===== src/rtl/servo_pulse_capture_if.sv =====
// Signal bundle between a servo PWM source/monitor and servo_pulse_capture.
// The capture block sits on the slave side: it takes the PWM line and drives the results.
interface servo_pulse_capture_if;
   logic        pwm_in;
   logic        sample_valid;
   logic [20:0] pulse_width;
   logic [20:0] period;
   logic [20:0] position;
   logic        in_range;
   logic        signal_lost;

   modport master (
      output pwm_in,
      input  sample_valid, pulse_width, period, position, in_range, signal_lost
   );

   modport slave (
      input  pwm_in,
      output sample_valid, pulse_width, period, position, in_range, signal_lost
   );
endinterface


===== src/rtl/servo_pulse_capture.sv =====
// Servo PWM receiver: measures high time and period of pwm_in and strobes each complete pulse
// with a range check and a signed offset from center; flags loss of signal on timeout.
module servo_pulse_capture #(
   parameter int unsigned MIN_PULSE    = 25_000,
   parameter int unsigned MAX_PULSE    = 125_000,
   parameter int unsigned CENTER_PULSE = 75_000,
   parameter int unsigned TIMEOUT      = 2_000_000
) (
   input  logic                 clk,
   input  logic                 rst,
   servo_pulse_capture_if.slave bus
);
   localparam logic [20:0] MIN_C = 21'(MIN_PULSE);
   localparam logic [20:0] MAX_C = 21'(MAX_PULSE);
   localparam logic [20:0] CTR_C = 21'(CENTER_PULSE);
   localparam logic [20:0] TMO_C = 21'(TIMEOUT);

   typedef enum logic [1:0] {SEEK, ARM, HIGH, LOW} state_e;

   state_e      state_q;
   logic        s1_q, s2_q, sp_q;
   logic [1:0]  flush_q;
   logic [20:0] hi_cnt_q, per_cnt_q, width_q;
   logic [20:0] hi_cnt_d, per_cnt_d;
   logic        sample_valid_q, in_range_q, signal_lost_q;
   logic [20:0] pulse_width_q, period_q, position_q;
   logic        rise, fall, tmo;

   always_comb begin
      rise      = s2_q & ~sp_q;
      fall      = ~s2_q & sp_q;
      tmo       = (per_cnt_q == TMO_C) & ~rise;
      per_cnt_d = (per_cnt_q == TMO_C) ? per_cnt_q : per_cnt_q + 21'd1;
      hi_cnt_d  = (s2_q && (hi_cnt_q != TMO_C)) ? hi_cnt_q + 21'd1 : hi_cnt_q;
   end

   always_ff @(posedge clk) begin
      if (rst) begin
         s1_q           <= 1'b0;
         s2_q           <= 1'b0;
         sp_q           <= 1'b0;
         flush_q        <= '0;
         state_q        <= SEEK;
         hi_cnt_q       <= '0;
         per_cnt_q      <= '0;
         width_q        <= '0;
         sample_valid_q <= 1'b0;
         pulse_width_q  <= '0;
         period_q       <= '0;
         position_q     <= '0;
         in_range_q     <= 1'b0;
         signal_lost_q  <= 1'b1;
      end else begin
         s1_q           <= bus.pwm_in;
         s2_q           <= s1_q;
         sp_q           <= s2_q;
         flush_q        <= {flush_q[0], 1'b1};
         sample_valid_q <= 1'b0;
         unique case (state_q)
            // The synchronizer holds reset zeros for two cycles; judging s2 before it has
            // refilled would mistake a pulse already in progress at reset release for a low level.
            SEEK: if (flush_q[1] && !s2_q) state_q <= ARM;
            ARM: begin
               if (rise) begin
                  hi_cnt_q  <= 21'd1;
                  per_cnt_q <= 21'd1;
                  state_q   <= HIGH;
               end
            end
            HIGH: begin
               if (tmo) begin
                  signal_lost_q <= 1'b1;
                  state_q       <= SEEK;
               end else begin
                  per_cnt_q <= per_cnt_d;
                  hi_cnt_q  <= hi_cnt_d;
                  if (fall) begin
                     width_q <= hi_cnt_q;
                     state_q <= LOW;
                  end
               end
            end
            LOW: begin
               if (rise) begin
                  pulse_width_q  <= width_q;
                  period_q       <= per_cnt_q;
                  position_q     <= width_q - CTR_C;
                  in_range_q     <= (width_q >= MIN_C) && (width_q <= MAX_C);
                  sample_valid_q <= 1'b1;
                  signal_lost_q  <= 1'b0;
                  hi_cnt_q       <= 21'd1;
                  per_cnt_q      <= 21'd1;
                  state_q        <= HIGH;
               end else if (tmo) begin
                  signal_lost_q <= 1'b1;
                  state_q       <= SEEK;
               end else begin
                  per_cnt_q <= per_cnt_d;
               end
            end
         endcase
      end
   end

   always_comb begin
      bus.sample_valid = sample_valid_q;
      bus.pulse_width  = pulse_width_q;
      bus.period       = period_q;
      bus.position     = position_q;
      bus.in_range     = in_range_q;
      bus.signal_lost  = signal_lost_q;
   end
endmodule


===== src/flat_wrapper.sv =====
// flat-port wrapper written by rule: the top's interface ports become plain ports
module servo_pulse_capture_flat 
#(
   parameter int unsigned MIN_PULSE    = 25_000,
   parameter int unsigned MAX_PULSE    = 125_000,
   parameter int unsigned CENTER_PULSE = 75_000,
   parameter int unsigned TIMEOUT      = 2_000_000
)
  (clk, rst, bus_pwm_in, bus_sample_valid, bus_pulse_width, bus_period, bus_position, bus_in_range, bus_signal_lost);
  servo_pulse_capture_if bus_i ();
  input  logic clk;
  input  logic rst;
  input wire logic [$bits(bus_i.pwm_in)-1:0] bus_pwm_in;
  output wire logic [$bits(bus_i.sample_valid)-1:0] bus_sample_valid;
  output wire logic [$bits(bus_i.pulse_width)-1:0] bus_pulse_width;
  output wire logic [$bits(bus_i.period)-1:0] bus_period;
  output wire logic [$bits(bus_i.position)-1:0] bus_position;
  output wire logic [$bits(bus_i.in_range)-1:0] bus_in_range;
  output wire logic [$bits(bus_i.signal_lost)-1:0] bus_signal_lost;
  assign bus_i.pwm_in = bus_pwm_in;
  assign bus_sample_valid = bus_i.sample_valid;
  assign bus_pulse_width = bus_i.pulse_width;
  assign bus_period = bus_i.period;
  assign bus_position = bus_i.position;
  assign bus_in_range = bus_i.in_range;
  assign bus_signal_lost = bus_i.signal_lost;
  servo_pulse_capture #(.MIN_PULSE(MIN_PULSE), .MAX_PULSE(MAX_PULSE), .CENTER_PULSE(CENTER_PULSE), .TIMEOUT(TIMEOUT)) u_core (.clk(clk), .rst(rst), .bus(bus_i));
endmodule

===== config.mk =====
export PLATFORM = sky130hd
export DESIGN_NAME = servo_pulse_capture_flat
export DESIGN_NICKNAME = d
export VERILOG_FILES = /design/src/rtl/servo_pulse_capture_if.sv /design/src/rtl/servo_pulse_capture.sv /design/src/flat_wrapper.sv
export SDC_FILE = /design/constraint.sdc
export NUM_CORES = 1
export LEC_CHECK = 0
export ABC_AREA = 1
export CORE_ASPECT_RATIO = 1.75
export CORE_MARGIN = 2
export CORE_UTILIZATION = 40
export CTS_BUF_LIST = sky130_fd_sc_hd__clkbuf_8 sky130_fd_sc_hd__clkbuf_16
export CTS_CLUSTER_SIZE = 14
export DETAILED_ROUTE_END_ITERATION = 7
export PLACE_DENSITY = 0.65
export SYNTH_ARGS = -nofsm -noshare
export SYNTH_HDL_FRONTEND = slang
export SYNTH_SLANG_ARGS = --single-unit

===== constraint.sdc =====
create_clock -name clk -period 2.4 [get_ports clk]
set_input_delay 0.6 -clock clk [delete_from_list [all_inputs] [get_ports clk]]
set_output_delay 0.6 -clock clk [all_outputs]
set_load 0.02 [all_outputs]

======== Word level (Yosys, flattened, before mapping) ========
Index checks and enable logic that the tools add are counted.
word-level totals
  bits in latches ......................... 0
  memory bits (read-only) ................. 0
  memories kept ........................... 0
  bits in registers ....................... 136
  RAM bits ................................ 0
  input bits .............................. 3
operators by class
  order comparisons ....................... 2
  shift operators ......................... 0
  equality and inequality tests ........... 12
  reduce and logical (&&, ||, !) cells .... 15
  add/subtract/negate cells ............... 3
  bitwise gates (word level) .............. 8
  multipliers ............................. 0
  divide/modulo/power cells ............... 0
  mux-type cells .......................... 20
operators with widths
  cell                      number
  $mux W21                  6
  $pmux W21 S3              1
  $add A21 B1 Y21 const B   2
  $pmux W21 S2              1
  $eq A21 B21 Y1 const B    1
  $ge A21 B15 Y1 const B    1
  $le A21 B17 Y1 const B    1
  $ne A21 B21 Y1 const B    1
  $sub A21 B17 Y21 const B  1
  $mux W2                   6
  $ne A2 B1 Y1 const B      4
  $pmux W2 S4               1
  $reduce_and A4 Y1         2
  $ne A3 B1 Y1 const B      2
  $not A1 Y1                5
  $eq A2 B2 Y1 const B      2
  $mux W1                   4
  $reduce_and A2 Y1         2
  $reduce_bool A2 Y1        2
  $reduce_or A2 Y1          2
  $and A1 B1 Y1             3
  $logic_and A1 B1 Y1       3
  $reduce_and A3 Y1         1
  $reduce_bool A3 Y1        1
  other kinds (5)           5

======== Logic depth before layout (Yosys ltp) ========
  word-level depth ........................ 7
  gate-level depth with buffers ........... 12

======== Least setup slack after synthesis ========
OpenSTA, ideal clock, no wires.
  path type ............................... reg-to-reg
  start point ............................. register u_core.hi_cnt_q[0]
  end point ............................... register u_core.hi_cnt_q[12]
  data required time ...................... 2.330 ns
  setup time .............................. 0.070 ns
  stages on the path, launching flop included .. 13
  buffers on the path ..................... 1
  clock period less this slack ............ 1.527 ns
  slack ................................... 0.873 ns
  arrival time ............................ 1.456 ns
  cell sequence ........................... dfxtp_1 -> inv_1 -> ha_1 -> nand2_1 -> nor2_1 -> nand3_1 -> nor2_1 -> nor2_2 -> nand3_2 -> nand2_1 -> buf_2 -> nand2_1 -> a21oi_1
on the way
  longest elaborated chain between the ends .. 4
ends and longest elaborated chain
  what                                                      line                       text
  start: declaration                                        servo_pulse_capture.sv:23  logic [20:0] hi_cnt_q, per_cnt_q, width_q;
  start signal: assignment                                  servo_pulse_capture.sv:76  hi_cnt_q <= hi_cnt_d;
  $add A21 B1 Y21 / $ne A21 B21 Y1 (equally long branches)  servo_pulse_capture.sv:34  hi_cnt_d = (s2_q && (hi_cnt_q != TMO_C)) ? hi_cnt_q + 21'd1 : hi_cnt_q;
  $mux W21 / $logic_and A1 B1 Y1 (equally long branches)    servo_pulse_capture.sv:34
  $mux W21 / $ne A2 B1 Y1 (equally long branches)           -
  $pmux W21 S2 / $reduce_and A4 Y1 (equally long branches)  -
Parallel ways exist; a longest one is shown, timed or not. The select of a mux whose other input is x is not followed.
A chain may end at the register's enable or synchronous reset.

======== Worst setup path in the final report ========
  start point ............................. register u_core.pulse_width_q[5] (netlist: u_core.bus.pulse_width[5])
  end point ............................... output port bus_pulse_width[5]
RTL lines
  what                      line                       text
  start: declaration        servo_pulse_capture.sv:26  logic [20:0] pulse_width_q, period_q, position_q;
  start signal: assignment  servo_pulse_capture.sv:85  pulse_width_q <= width_q;
  end: declaration          flat_wrapper.sv:15         output wire logic [$bits(bus_i.pulse_width)-1:0] bus_pulse_width;
No word-level cell between the ends.

==> reports/qor.yml <==
async_flop_share_pct: 0
worstHoldStart: "u_core.s1_q"
syn_nets: 953
critical-path-top-delay-family: "buffers and inverters"
antenna-diode-count: 0
end_kind: "output pin"
hold_class: "flip-flop to flip-flop"
status: "complete, no violations"
cp_cell_sequence: "clkdlybuf4s50_1"
path_class: "flip-flop to output pin"
cts_tree: "done"
drt_iter0_markers: 360
peakVddDrop_v: 0.000437
max-clock-path-buffers: 2
cts_sinks: 133
yosys_warnings: 0
io_buffers: 68
root_buffer: "clkbuf_16"
drv_slew: 0
finalCriticalPeriod_ns: 2.00
drc: 0
synth-seq-area-share_pct: 40.8
fp.dieW_um: 101
powerDensity_mw_per_mm2: 663
grt_usage_pct: 21.0
arrival_ns: 1.40
cts_hold_buf: 0
cpPeakStageDelay_ns: 0.62
r2r_slack_ns: 0.47
worst_pin_slew_ns: 0.507
setup_tns_ns: 0
cap_violations: 0
synth_ff_type: "dfxtp_1"
crit_cells: 1
cts_buffers: 17
core.rowCount: 61
ctsResizeCount: 0
syn_inst: 943
whs_endpoint: "u_core.s2_q"
path_clk_slew_ns: 0.05
die-area_mm2: 0.0174
h-tree-depth: 4
area_growth_pct: 21.7
die_h_um: 173
worst_ep_required_time_ns: 1.80
syn_avg_cell_area_um2: 6.92
regArea_mm2: 0.00266
crit_buf_inv: 1
dp.final_hpwl_mm: 13.0
ant_nets: 0
fp.coreArea_mm2: 0.0160
cp-start-kind: "flip-flop"
worstPathMaxFanout: 2
grt-ovfl-total: 0
maxSlewHeadroom_pct: 66.2
wire_per_inst_um: 14.8
post_route_cells_drive_above_1_share_pct: 7.06
grt_setup_unrepaired: "false"
vias: 6253
hold_depth: 2
final_util_pct: 49.8
yosysUniqueCellTypes: 37
period_share_pct: 83.2
antenna_found_initial: 0
r2r-end: "u_core.hi_cnt_q[18]"
multi_input_comb_area_mm2: 0.00326
synth_seq_cells: 133
clk_latency_ns: 0.41
max_freq_mhz: 501
fillers: 1600
setup_viol: 0
post_cts_buffers: 0
reg2reg_depth: 12
grt_pass1_vias: 5843
grt_max_degree: 61
synth_edf_count: 0
rr_startpoint: "u_core.hi_cnt_q[0]"
layout.cells.non_filler: 1195
cp_slowest_cell: "clkdlybuf4s50_1"
setup_ws_ns: 0.402
final_nets: 1005
fin_skew_ns: 0.0106
gp_congestion: 0.886
drt-total-wl_mm: 17.7
total_power_mw: 5.27
grt_pass1_wl_mm: 29.0
first_pass_iters: 6
post-place-cells: 1165
dp_worst_setup_slack_ns: 0.468
hold_viol_final: 0
start_util_pct: 40.9
boundaryPins: 69
netlist_area_mm2: 0.00653
avgViaCountPerCell: 5.23
p_leak_nw: 3.01
==> cell families after synthesis <==
| group | share of synthesized area [%] |
|---|---|
| and+or+nand+nor | 30.1 |
| AOI/OAI and AO/OA | 16.1 |
| buffers and inverters | 9.36 |
| DFF | 40.8 |
| xor gates and xnor gates | 2.28 |
| adders and majority gates | 1.34 |
==> through the flow <==
stage,hold WS [ns],instance area (µm²)
detailed placement,0.392,7310
global route,0.403,7940
floorplan,0.388,6530
global placement,0.391,7310
CTS,0.401,7940
finish,0.399,7940
==> Yosys cell counts, types with 2 or more instances <==
cell | n | share of area, %
nand2_2 | 2 | 0.19
buf_4 | 8 | 0.92
xnor2_1 | 3 | 0.40
clkbuf_1 | 19 | 1.1
nor2_1 | 126 | 7.2
o211ai_1 | 2 | 0.23
nand2_1 | 174 | 10
nand3b_1 | 2 | 0.23
ha_1 | 7 | 1.3
nand3_2 | 4 | 0.61
a21oi_1 | 101 | 7.7
nor3_1 | 21 | 1.6
nand4_1 | 22 | 2.1
a211oi_1 | 9 | 1.0
o21ai_0 | 76 | 5.8
nor2_4 | 4 | 0.69
buf_6 | 2 | 0.35
nor3b_1 | 2 | 0.23
inv_2 | 4 | 0.23
a31oi_1 | 6 | 0.58
xor2_1 | 14 | 1.9
o221ai_1 | 2 | 0.27
nor2_2 | 7 | 0.67
nand3_1 | 75 | 5.8
dfxtp_1 | 133 | 41
inv_1 | 89 | 5.1
buf_2 | 19 | 1.5
==> how the worst max path moves through the flow <==
stage,to,slack (ns),startpoint
4_1_cts,bus_pulse_width[5],0.38,u_core.bus.pulse_width[5]
3_3_place_gp,u_core.hi_cnt_q[13],0.54,u_core.hi_cnt_q[0]
5_1_grt,u_core.hi_cnt_q[16],0.21,u_core.hi_cnt_q[0]
2_1_floorplan,u_core.hi_cnt_q[12],0.87,u_core.hi_cnt_q[0]
6_report,bus_pulse_width[5],0.40,u_core.bus.pulse_width[5]
3_5_place_dp,u_core.hi_cnt_q[18],0.47,u_core.hi_cnt_q[0]
==> layer usage <==
layer	GRT usage (%)	vias to the layer above	wire length (µm)
met3	3.76	42	598
met1	23.9	2837	7360
met4	10.2	0	707
met5	0	-	0
li1	-	3220	-
met2	37.0	154	9080
==> state kept, by name, indices dropped and copies added (netlist names) <==
name                     flops
u_core.bus.position         21
u_core.bus.pulse_width      18
u_core.bus.in_range          1
u_core.state_q               2
u_core.per_cnt_q            21
u_core.s1_q                  1
u_core.s2_q                  1
u_core.hi_cnt_q             21
u_core.bus.period           21
u_core.width_q              21
u_core.flush_q               2
u_core.bus.signal_lost       1
u_core.sp_q                  1
u_core.bus.sample_valid      1
==> layout by cell type, fill, tap and decap left out, types with 7 or more instances in the layout <==
| cell type | count |
|---|---|
| a211oi_1 | 9 |
| a21oi_1 | 101 |
| buf_4 | 14 |
| clkbuf_16 | 17 |
| clkdlybuf4s50_1 | 67 |
| dfxtp_1 | 133 |
| ha_1 | 7 |
| inv_1 | 88 |
| nand2_1 | 174 |
| nand3_1 | 75 |
| nand4_1 | 22 |
| nor2_1 | 126 |
| nor3_1 | 21 |
| o21ai_0 | 76 |
| xor2_1 | 14 |
==> power by group <==
part | total [mW] | internal [mW] | switching [mW]
registers | 2.24 | 2.23 | 0.0158
clock network | 2.80 | 1.83 | 0.968
logic | 0.227 | 0.0634 | 0.164
==> final cells by class <==
| type | count | area share [%] |
|---|---|---|
| clock buffer | 17 | 5.36 |
| multi-input combinational | 666 | 41.0 |
| tap | 189 | 2.98 |
| inverter | 94 | 4.44 |
| clock inverter | 13 | 2.61 |
| timing repair buffer | 83 | 10.1 |
| sequential | 133 | 33.5 |
(Power assumes the default switching activity.)
==> variant 1, RTL diff (config.mk and constraints unchanged) <==
The 4 states of `state_e` get a one-hot encoding in 4 bits.
--- a/src/rtl/servo_pulse_capture.sv
+++ b/src/rtl/servo_pulse_capture.sv
@@ -15,7 +15,7 @@
    localparam logic [20:0] CTR_C = 21'(CENTER_PULSE);
    localparam logic [20:0] TMO_C = 21'(TIMEOUT);
 
-   typedef enum logic [1:0] {SEEK, ARM, HIGH, LOW} state_e;
+   typedef enum logic [3:0] {SEEK = 4'b0001, ARM = 4'b0010, HIGH = 4'b0100, LOW = 4'b1000} state_e;
 
    state_e      state_q;
    logic        s1_q, s2_q, sp_q;
Function: same outputs for any inputs over 10 cycles, from zero or initial values and one cycle with rst high; not proved beyond that.
==> variant 1 against the unedited design <==
  * Fmax shrank 6.0%
  * Cell area grew 2.8%
  * Total power is 1.5% lower
  * Area after synthesis grew 3.3%
  * Clock skew shrank 0.0019 ns
  * Worst setup slack worse by 0.13 ns
  * Cell count up 6.9%
  * Sequential cell count increased by 2
  * Worst hold slack gained 0.011 ns
  * Synthesized cell count increased by 5.4%
  * Count of clock-buffer cells in the layout up 1
  * Wire length increased by 10%
==> variant 1: results (changes against the unedited design) <==
[placement]
dpl_worst_slack_ns=0.304  ; -0.163 ns
placed_cell_area_mm2=0.00753  ; +2.9%
dp_cells=1246  ; +7.0%
post-dp-hpwl_um=14300  ; +9.8%
place_congestion=0.888  ; +0.24%

[outcome]
status=finished, final reports clean

[sta]
fmax_mhz=470  ; -6.0%
worst_slew_pin_slew_ns=0.795  ; +0.287 ns
timing.hold.ws_ns=0.409  ; +0.0107 ns
finalClockSkew_ns=0.00865  ; -0.00192 ns

[pwr]
power_switching_mw=1.13  ; -1.6%
ir_worst_vdd_v=0.000424  ; -3.0%
leakagePower_nw=3.12  ; +3.9%

[synth]
avgSynthCellArea_um2=6.78  ; -2.0%
synth-seq-area-share_pct=40.1  ; -0.70 points
synth_nets=1004  ; +5.4%
synth.area.top_cells=dfxtp_1 40%, nand2_1 12%, nand3_1 7.9%, a21oi_1 7.6%, nor2_1 7.4%
synth_commonest_cells=212 x nand2_1, 135 x dfxtp_1, 133 x nor2_1, 106 x nand3_1, 102 x a21oi_1
synthDistinctLibCells=40  ; +8.1%

[worst_setup_path]
critPathMaxFanout=9  ; +7
slowest_stage=dfxtp_1
reg2reg_slack_ns=0.27  ; -0.20 ns
reg2reg_depth=8  ; -4
cp.arrival_ns=2.40  ; +1.00 ns
cp-endpoint=u_core.bus.position[19]$_SDFFE_PP0P_
max_stage_delay_ns=0.52  ; -0.10 ns
path_delay_family=compound AO/OA/AOI/OAI gates

[global_route]
track_usage_pct=22.4  ; +1.4 points
grt_use_met3_pct=3.30  ; -0.46 points
gr-usage-met2_pct=41.9  ; +4.9 points
grt_pass1_vias=6388  ; +9.3%
grt.met1_usage_pct=22.7  ; -1.2 points
grt_max_degree=73  ; +20%
grt_pass1_wl_um=31400  ; +8.5%

[routing]
wirelength_um=19500  ; +10%
via_per_inst=5.20  ; -0.66%
drt_pre_antenna_iters=7  ; +1
num_vias=6643  ; +6.2%
dr.first_iter.drc_count=293  ; -19%

[clock_tree]
cts_setup_buffers=0  ; unchanged
clkTransAtPathRegs_ns=0.06

[final_layout]
final_nets=1051  ; +4.6%
drive_gt1_share_pct=7.69  ; +0.63 points

variant 1: changes by cell type after synthesis, sizes merged, moves of 3 or more:
cell,delta
o211ai,+4
nand3,+30
xor2,+3
nor2,+7
nand4,-15
o21ai,-19
nor3,-6
nand2,+43
a211oi,-9
variant 1: tightest hold or removal path, cell delays in order (launching register included):
cell     delay [ns]
dfxtp_1        0.30
inv_1          0.04
nor2_1         0.03
variant 1: cell type report:
| class | count | area (um^2) |
|---|---|---|
| fillers | 1696 | 8280 |
| multi-input cells | 712 | 3420 |
| flip-flops and latches | 135 | 2700 |
| repair buffers | 81 | 773 |
| clock buffers | 18 | 439 |
| inverters | 94 | 353 |
| well taps | 224 | 280 |
| clock inverters | 14 | 199 |
variant 1: power groups by stage:
stage / combinational, mW / clock, mW / sequential [mW]
after global placement: 0.132 / 0 / 2.31
after global routing: 0.146 / 2.93 / 2.26
after floorplan: 0.0892 / 0 / 2.31
final: 0.132 / 2.80 / 2.26
after detailed placement: 0.132 / 0 / 2.31
after CTS: 0.132 / 2.84 / 2.26
variant 1: routing by layer:
metal  part of all wire (%)  vias up
met5                      0        -
met1                     37     3051
li1                       -     3334
met4                    5.3        0
met3                    3.3       67
met2                     54      191
variant 1: kinds of logic after synthesis:
kind of cell    synth area share [%]
simple gates                    32.4
fa+ha+maj                       1.30
flops                           40.1
compound gates                  14.3
buf+inv                         9.28
xor+xnor                        2.60
==> variant 2, RTL diff (same settings) <==
Made on the original files. `TIMEOUT` is set to 2_000_000 in 2 places; all go to 1_500_000.
--- a/src/rtl/servo_pulse_capture.sv
+++ b/src/rtl/servo_pulse_capture.sv
@@ -4,7 +4,7 @@
    parameter int unsigned MIN_PULSE    = 25_000,
    parameter int unsigned MAX_PULSE    = 125_000,
    parameter int unsigned CENTER_PULSE = 75_000,
-   parameter int unsigned TIMEOUT      = 2_000_000
+   parameter int unsigned TIMEOUT      = 1_500_000
 ) (
    input  logic                 clk,
    input  logic                 rst,
--- a/src/flat_wrapper.sv
+++ b/src/flat_wrapper.sv
@@ -4,7 +4,7 @@
    parameter int unsigned MIN_PULSE    = 25_000,
    parameter int unsigned MAX_PULSE    = 125_000,
    parameter int unsigned CENTER_PULSE = 75_000,
-   parameter int unsigned TIMEOUT      = 2_000_000
+   parameter int unsigned TIMEOUT      = 1_500_000
 )
   (clk, rst, bus_pwm_in, bus_sample_valid, bus_pulse_width, bus_period, bus_position, bus_in_range, bus_signal_lost);
   servo_pulse_capture_if bus_i ();
Function: same outputs for any inputs over 10 cycles, from zero or initial values and one cycle with rst high; that may be too few to reach the edited logic, so the function may still have changed.
==> variant 2 against the unedited design <==
  * Wire length increased by 3.9%
  * Register-to-register slack got worse by 0.07 ns
  * Cell area decreased by 1.1%
  * Total power decreased by 5.4%
  * Die area decreased by 0.46%
  * Area after synthesis decreased by 0.48%
  * Sequential cell count unchanged
  * Worst setup slack got worse by 0.025 ns
  * Critical path type unchanged
  * Highest routed layer unchanged
==> variant 2: results (changes against the unedited design) <==
[pwr]
p_seq_mw=2.26
leakagePower_nw=3.05  ; +1.5%
fin_total_pwr_mw=4.99  ; -5.4%
pwr-share-clk_pct=49.7  ; -3.4 points
p_sw_share_pct=26.3  ; +4.5 points
ir_worst_vdd_v=0.000402  ; -8.0%

[clock_tree]
cts_resized=0  ; unchanged
cts-root-buf=clkbuf_16
h-tree-depth=4  ; unchanged
cts_setup_buffers=0  ; unchanged
clkTransAtPathRegs_ns=0.06
insertion_delay_ns=0.43  ; +0.02 ns

[placement]
placed_cell_area_mm2=0.00730  ; -0.19%
post-dp-hpwl_um=13600  ; +4.4%
place_congestion=0.970  ; +9.5%
dpl_worst_slack_ns=0.434  ; -0.0338 ns
numPortBuffers=68  ; unchanged
dp_cells=1160  ; -0.43%

[global_route]
grt_pass1_wl_um=30100  ; +4.0%
grt_pass1_vias=6012  ; +2.9%
track_usage_pct=22.0  ; +0.96 points
grt_max_degree=59  ; -3.3%
antenna_found_initial=0  ; unchanged

[sta]
finalClockSkew_ns=0.0111  ; +0.000526 ns
worst_slew_pin_slew_ns=0.634  ; +0.127 ns

[worst_setup_path]
path_delay_family=buffers and inverters
slowest_stage=clkdlybuf4s50_1
max_stage_delay_ns=0.62  ; about the same
reg2reg_depth=8  ; -4
cp.arrival_ns=1.42  ; +0.02 ns
critPathMaxFanout=3  ; +1

[synth]
synth_cells=935  ; -0.85%
synthArstFlopShare_pct=0  ; unchanged
synthDistinctLibCells=37  ; unchanged
synth.area.top_cells=dfxtp_1 41%, nand2_1 10%, nor2_1 7.9%, a21oi_1 7.6%, o21ai_0 5.9%
synth-seq-area-share_pct=41.0  ; +0.20 points
synth_commonest_cells=179 x nand2_1, 137 x nor2_1, 133 x dfxtp_1, 99 x a21oi_1, 84 x inv_1
synth_nets=945  ; -0.84%
yosys_most_used_dff=dfxtp_1

[routing]
drt_pre_antenna_iters=7  ; +1
via_per_inst=5.27  ; +0.80%
wirelength_um=18400  ; +3.9%
wire_per_inst_um=15.5  ; +4.2%
dr.first_iter.drc_count=355  ; -1.4%

[final_layout]
final_nets=1000  ; -0.50%
fillerInstances=1618  ; +1.1%
drive_gt1_share_pct=6.58  ; -0.48 points

[outcome]
status=finished, final reports clean

==> variant 2: final timing paths <==
kind | from | end | slack [ns]
setup reg to reg | u_core.hi_cnt_q[0]$_SDFFE_PP0P_ | u_core.hi_cnt_q[14]$_SDFFE_PP0P_ | 0.40
hold / removal | u_core.s1_q$_SDFF_PP0_ | u_core.s2_q$_SDFF_PP0_ | 0.40
hold reg to reg | u_core.s1_q$_SDFF_PP0_ | u_core.s2_q$_SDFF_PP0_ | 0.40
setup / recovery | u_core.bus.position[1]$_SDFFE_PP0P_ | bus_position[1] | 0.38
==> variant 2: final cells by class <==
cell class                      instances  area (um^2)  share of cell area [%]
Clock buffer                           17          425                    5.41
Clock inverter                         15          138                    1.75
Inverter                               86          323                    4.11
Multi-Input combinational cell        668         3250                    41.3
Sequential cell                       133         2660                    33.9
Tap cell                              189          236                    3.01
Timing Repair Buffer                   84          826                    10.5
==> variant 2: routing by layer <==
| layer | global-route usage, % | part of all wire (%) | wire length, um | vias up |
|---|---|---|---|---|
| met2 | 40.9 | 56 | 10200 | 170 |
| li1 | - | - | - | 3175 |
| met3 | 3.80 | 3.4 | 636 | 54 |
| met1 | 22.4 | 37 | 6750 | 2888 |
| met5 | 0 | 0 | 0 | - |
| met4 | 12.0 | 4.5 | 821 | 0 |
==> variant 2: logic make-up (layout without fill, tap and decap cells) <==
| family | Yosys count | in the layout | share of synthesized area (%) |
|---|---|---|---|
| flops | 133 | 133 | 41.0 |
| simple gates | 446 | 446 | 30.1 |
| xor+xnor | 21 | 21 | 2.83 |
| fa+ha+maj | 7 | 7 | 1.35 |
| compound gates | 194 | 194 | 15.7 |
| buf+inv | 134 | 202 | 9.05 |
